`config.mk`:
```
export PLATFORM = sky130hd
export DESIGN_NAME = deserializer_unit_cell
export DESIGN_NICKNAME = d
export VERILOG_FILES = /design/src/rtl/deserializer_unit_cell.sv
export SDC_FILE = /design/constraint.sdc
export NUM_CORES = 1
export LEC_CHECK = 0
export BUFFER_PORTS_ARGS = -buffer_cell sky130_fd_sc_hd__buf_4
export CELL_PAD_IN_SITES_DETAIL_PLACEMENT = 1
export CELL_PAD_IN_SITES_GLOBAL_PLACEMENT = 1
export CORE_MARGIN = 2
export CORE_UTILIZATION = 48
export CTS_CLUSTER_DIAMETER = 200
export DETAILED_ROUTE_END_ITERATION = 10
export GPL_TIMING_DRIVEN = 0
export PLACE_DENSITY = 0.87
export SLEW_MARGIN = 20
export SYNTH_ARGS = -nofsm -noshare
export SYNTH_HDL_FRONTEND = slang
export SYNTH_SLANG_ARGS = --single-unit
```
`constraint.sdc`:
```
create_clock -name CLK -period 2.3 [get_ports CLK]
set_input_delay 0 -clock CLK [delete_from_list [all_inputs] [get_ports CLK]]
set_output_delay 0 -clock CLK [all_outputs]
set_load 0.02 [all_outputs]
```
`src/rtl/deserializer_unit_cell.sv`:
```
// deserializer_unit_cell
// Receive side of the serial link. It samples one bit per enabled CLK edge,
// LSB first, and hunts for SYNC_WORD to find frame alignment. Once aligned it
// emits WIDTH-bit data words on PAR_OUT with a one-cycle PAR_VALID strobe.
// Marker frames (SYNC_WORD) re-seen while locked are absorbed, not emitted.
//
// Optional build macro: DESER_LOCK_LOSS_EN
//   When defined, a frame-since-sync counter is built. A data frame that would
//   push the count past SYNC_INTERVAL is dropped, lock is released
//   (LOCK_LOST pulses) and hunting restarts from an empty window.
//   When undefined, LOCK_LOST is tied low and lock is only lost via RESET.
module deserializer_unit_cell #(
  parameter int unsigned       WIDTH         = 32,
  parameter logic [WIDTH-1:0]  SYNC_WORD     = WIDTH'(32'hC5AF_C5AF),
  parameter int unsigned       SYNC_INTERVAL = 16
) (
  input  logic             CLK,
  input  logic             RESET,
  input  logic             ENABLE,
  input  logic             SERIAL_IN,
  output logic [WIDTH-1:0] PAR_OUT,
  output logic             PAR_VALID,
  output logic             LOCKED,
  output logic             LOCK_LOST
);

  localparam int unsigned       FILL_W    = $clog2(WIDTH + 1);
  localparam int unsigned       BCNT_W    = $clog2(WIDTH);
  localparam logic [FILL_W-1:0] FILL_MAX  = FILL_W'(WIDTH);
  localparam logic [FILL_W-1:0] FILL_LAST = FILL_W'(WIDTH - 1);
  localparam logic [BCNT_W-1:0] BCNT_LAST = BCNT_W'(WIDTH - 1);

  typedef enum logic {
    ST_HUNT,
    ST_LOCKED
  } state_t;

  state_t             r_state;
  state_t             w_state_nxt;

  logic [WIDTH-1:0]   r_win;
  logic [WIDTH-1:0]   w_nxt;
  logic [FILL_W-1:0]  r_fill;
  logic [BCNT_W-1:0]  r_bcnt;
  logic [WIDTH-1:0]   r_par_out;
  logic               r_par_valid;

  logic               w_full;
  logic               w_sync_hit;
  logic               w_frame_end;
  logic               w_marker;
  logic               w_overrun;
  logic               w_emit;
  logic               w_lost;

  // Window as it will look after this edge; all match decisions use it so the
  // bit being sampled now is part of the comparison.
  assign w_nxt       = {SERIAL_IN, r_win[WIDTH-1:1]};
  // The window counts as full on the edge that samples the WIDTH-th bit.
  assign w_full      = (r_fill >= FILL_LAST);
  assign w_sync_hit  = (w_nxt == SYNC_WORD);
  assign w_frame_end = (r_bcnt == BCNT_LAST);
  assign w_marker    = w_frame_end && w_sync_hit;

`ifdef DESER_LOCK_LOSS_EN
  localparam int unsigned      FSS_W   = $clog2(SYNC_INTERVAL + 2);
  localparam logic [FSS_W-1:0] FSS_MAX = FSS_W'(SYNC_INTERVAL);

  logic [FSS_W-1:0] r_fss;
  logic             r_lock_lost;

  // A data frame arriving with SYNC_INTERVAL frames already counted overruns.
  assign w_overrun = (r_fss == FSS_MAX);

  // Frames since last marker: held at zero while hunting, cleared by markers.
  always_ff @(posedge CLK or posedge RESET) begin
    if (RESET) begin
      r_fss <= '0;
    end else if (ENABLE) begin
      if (r_state == ST_HUNT) begin
        r_fss <= '0;
      end else if (w_frame_end) begin
        if (w_marker) begin
          r_fss <= '0;
        end else if (!w_overrun) begin
          r_fss <= r_fss + FSS_W'(1);
        end
      end
    end
  end

  // Lock-loss strobe: one cycle after the overrunning frame edge.
  always_ff @(posedge CLK or posedge RESET) begin
    if (RESET) begin
      r_lock_lost <= 1'b0;
    end else begin
      r_lock_lost <= w_lost;
    end
  end

  assign LOCK_LOST = r_lock_lost;
`else
  assign w_overrun = 1'b0;
  assign LOCK_LOST = 1'b0;
`endif

  // State register.
  always_ff @(posedge CLK or posedge RESET) begin
    if (RESET) begin
      r_state <= ST_HUNT;
    end else begin
      r_state <= w_state_nxt;
    end
  end

  // Next-state: lock on a full-window sync match, release on overrun.
  always_comb begin
    w_state_nxt = r_state;
    if (ENABLE) begin
      unique case (r_state)
        ST_HUNT: begin
          if (w_full && w_sync_hit) begin
            w_state_nxt = ST_LOCKED;
          end
        end
        ST_LOCKED: begin
          if (w_frame_end && !w_marker && w_overrun) begin
            w_state_nxt = ST_HUNT;
          end
        end
        default: w_state_nxt = ST_HUNT;
      endcase
    end
  end

  // Frame outcome: emit a data word, or drop it and report lock loss.
  always_comb begin
    w_emit = 1'b0;
    w_lost = 1'b0;
    if (ENABLE && (r_state == ST_LOCKED) && w_frame_end && !w_marker) begin
      if (w_overrun) begin
        w_lost = 1'b1;
      end else begin
        w_emit = 1'b1;
      end
    end
  end

  // Shift window: newest bit enters at the MSB, so the first bit ends at [0].
  always_ff @(posedge CLK or posedge RESET) begin
    if (RESET) begin
      r_win <= '0;
    end else if (ENABLE) begin
      r_win <= w_nxt;
    end
  end

  // Fill count: bits sampled since reset or since lock loss, saturating.
  always_ff @(posedge CLK or posedge RESET) begin
    if (RESET) begin
      r_fill <= '0;
    end else if (ENABLE) begin
      if (w_lost) begin
        r_fill <= '0;
      end else if (r_fill != FILL_MAX) begin
        r_fill <= r_fill + FILL_W'(1);
      end
    end
  end

  // Bit position within the frame; parked at zero while hunting so the first
  // bit after the sync word is bit 0 of the next frame.
  always_ff @(posedge CLK or posedge RESET) begin
    if (RESET) begin
      r_bcnt <= '0;
    end else if (ENABLE) begin
      if ((r_state == ST_HUNT) || w_frame_end) begin
        r_bcnt <= '0;
      end else begin
        r_bcnt <= r_bcnt + BCNT_W'(1);
      end
    end
  end

  // Parallel output register and valid strobe. The strobe is rewritten every
  // edge (enabled or not) so it can never stretch past one cycle.
  always_ff @(posedge CLK or posedge RESET) begin
    if (RESET) begin
      r_par_out   <= '0;
      r_par_valid <= 1'b0;
    end else begin
      r_par_valid <= w_emit;
      if (w_emit) begin
        r_par_out <= w_nxt;
      end
    end
  end

  assign PAR_OUT   = r_par_out;
  assign PAR_VALID = r_par_valid;
  assign LOCKED    = (r_state == ST_LOCKED);

endmodule

```
==> flow_metrics.env <==
export IMPL_status="completed"
export IMPL_end_kind="flip-flop"
export IMPL_ctsRootBufferMaster="clkbuf_8"
export IMPL_grt_pass1_vias=1961
export IMPL_cts_tree="yes"
export IMPL_synth_async_reset_ratio_pct=100
export IMPL_grt_max_degree=50
export IMPL_wl_per_cell_microns=18.2
export IMPL_fin_crit_sh_pct=98.4
export IMPL_n_fill_cell=597
export IMPL_area_growth_pct=20.6
export IMPL_fmax_ghz=0.442
export IMPL_clockBufferDepth=2
export IMPL_fp_dieArea_sq_um=7330
export IMPL_netlist_instances=205
export IMPL_pre_cts_ws_ns=-0.00999
export IMPL_placementRows=29
export IMPL_dp_cells=319
export IMPL_required_ns=2.52
export IMPL_die_width_microns=85.6
export IMPL_netlist_area_sq_um=3200
export IMPL_total_power_mw=3.46
export IMPL_layout_min_cycle_time_ns=2.26
export IMPL_vdd_ir_drop_max_uv=463
export IMPL_finClkSkew_ns=0.00988
export IMPL_highest_layer="met4"
export IMPL_crit_slowest_cell="or4b_1"
export IMPL_synthDistinctLibCells=31
export IMPL_clkSlewWorstSetupHoldPaths_ns=0.07
export IMPL_synth_main_ff_cell="dfrtp_1"
export IMPL_tns_ns=0
export IMPL_clk_latency_ns=0.34
export IMPL_worstPathMaxFanout=4
export IMPL_avgViaCountPerCell=5.38
export IMPL_worstSetupStartpointType="flip-flop"
export IMPL_final_util_pct=60.4
export IMPL_drt_iter0_drc=62
export IMPL_hp_class="input pin to flip-flop"
export IMPL_wl_met3_microns=211
export IMPL_htreeDepth=3
export IMPL_grt_overflow=0
export IMPL_critical_path_class="flip-flop to flip-flop"
export IMPL_io_buffers=36
export IMPL_drive_gt1_share_pct=46.6
export IMPL_route_met2_wl_microns=3040
export IMPL_die_y_microns=85.6
export IMPL_synth_warnings=0
export IMPL_final_hold_violation_count=0
export IMPL_tightest_slew_ns=0.553
export IMPL_drtPass1Iterations=4
export IMPL_layout_setup_ws_ns=0.0360
export IMPL_reg2regPathDepth=5
export IMPL_maxSlewHeadroom_pct=63.1
export IMPL_synth_seq_cells=76
export IMPL_grt_pass1_wl_microns=10200
export IMPL_antenna_found_initial=0
export IMPL_syn_nets=213
export IMPL_drt_wl_total_microns=6150
export IMPL_numClockSinks=76
export IMPL_cellLeakagePower_nw=1.88
export IMPL_dp_hpwl_microns=4250
export IMPL_finalInstanceArea_sq_um=3850
export IMPL_drv_slew=0
export IMPL_arrival_ns=2.48
export IMPL_hold_depth=3
export IMPL_fin_nets=265
export IMPL_syn_avg_cell_area_sq_um=15.6
export IMPL_initial_core_util_pct=50.1
export IMPL_core_area_sq_um=6390
export IMPL_seq_area_frac_synth_pct=59.5
export IMPL_ant_nets=0
export IMPL_final_cells=339
export IMPL_p_per_area_nw_per_um2=898
export IMPL_dpl_instance_area_sq_um=3590
export IMPL_max_stage_delay_ns=0.61
export IMPL_cts_buffers=9
export IMPL_synth_edf_count=0
export IMPL_vias=1823
export IMPL_diodes=0
export IMPL_max_cap_violations=0
export IMPL_wl_met1_microns=2830
export IMPL_grt_usage_pct=18.3
export IMPL_globalplace_congestion=0.688
export IMPL_whs_ns=0.134
export IMPL_drcViolationCount=0
export IMPL_worstPathCellList="or4b_1 > nor4_4 > a31oi_4 > buf_4 > mux2_1"
export IMPL_io_pins=39
export IMPL_setup_violations=0
[routing by layer]
layer,global-route usage (%),up-vias
li1,-,830
met1,24.0,949
met2,30.3,37
met3,4.04,7
met4,6.06,0
met5,0,-
[Yosys cell counts (all sizes together) (3+ instances only)]
cell type / n / area [sq um]
or4bb: 3 / 33.8
nand4: 4 / 25.0
dfrtp: 76 / 1900
ha: 4 / 50.1
nor2: 3 / 11.3
nand2: 8 / 30.0
inv: 4 / 15.0
xnor2: 5 / 43.8
and3: 3 / 18.8
o21ai: 5 / 25.0
mux2: 64 / 830
nand3: 3 / 15.0
buf: 7 / 52.6
[where the power goes]
| part | total [mW] | internal (mW) | switching (mW) |
|---|---|---|---|
| clock network | 1.12 | 0.640 | 0.476 |
| registers | 1.89 | 1.60 | 0.289 |
| logic | 0.454 | 0.277 | 0.177 |
| total | 3.46 | 2.52 | 0.941 |
[cells by family after synthesis]
| logic type | share of synthesized area [%] |
|---|---|
| other cells | 0.117 |
| compound gates | 2.78 |
| fa+ha+maj | 1.57 |
| simple gates | 6.38 |
| xor+xnor | 1.37 |
| flops | 59.5 |
| mux | 25.9 |
| buf+inv | 2.35 |
[layout by cell type, fill, tap and decap left out, types with 2 or more instances in the layout]
cell type	Yosys	routed
inv_1	4	3
dfrtp_1	76	76
buf_4	1	39
clkbuf_8	0	10
nand3_1	3	3
buf_1	3	3
mux2_4	29	29
ha_1	4	4
nor2_1	3	3
o21ai_0	5	5
nand4_1	4	4
dlygate4sd3_1	0	2
nand2_1	8	8
clkbuf_1	2	4
and3_1	3	3
o2bb2ai_1	2	2
bufinv_16	0	2
buf_6	3	3
or4bb_1	3	3
mux2_2	32	32
mux2_1	3	3
nor4_4	1	2
xnor2_1	5	5
[final timing paths]
kind	from	end	slack, ns
setup / recovery	r_win[12]	PAR_OUT[30]	0.04
hold / removal	ENABLE	r_bcnt[1]	0.13
setup reg to reg	r_win[12]	PAR_OUT[30]	0.04
hold reg to reg	r_bcnt[3]	r_bcnt[3]	0.51
max in group asynchronous	RESET	r_win[27]	1.54
min in group asynchronous	RESET	PAR_OUT[11]	0.20
[sequential cells by signal, indices dropped and copies added, names as in the netlist]
signal,count
LOCKED,1
PAR_OUT,32
PAR_VALID,1
r_bcnt,5
r_fill,6
r_win,31
[repair_timing]
item	CTS	global route
pin swaps	1	2
hold endpoints to repair	29	0
endpoints found under the setup margin	29	29
buffers inserted	0	2
hold buffers	2	0
resized for setup	0	1
[layout make-up]
| cell class | count | area, sq um | share of cell area [%] |
|---|---|---|---|
| multi-input cells | 116 | 1230 | 31.9 |
| repair buffers | 41 | 333 | 8.63 |
| well taps | 77 | 96.3 | 2.50 |
| clock inverters | 4 | 72.6 | 1.88 |
| flip-flops and latches | 76 | 1900 | 49.3 |
| inverters | 4 | 17.5 | 0.454 |
| clock buffers | 12 | 145 | 3.77 |
| plain buffers | 9 | 60.1 | 1.56 |
[worst max-delay path: cells and delay by family (launching register included)]
kind,cells,cell delay (ns)
AOI/OAI and AO/OA,1,0.17
buffers and inverters,1,0.19
DFF,1,0.43
muxes,1,0.32
and+or+nand+nor,2,1.04
Note: power is estimated with default switching activity, not from simulation.
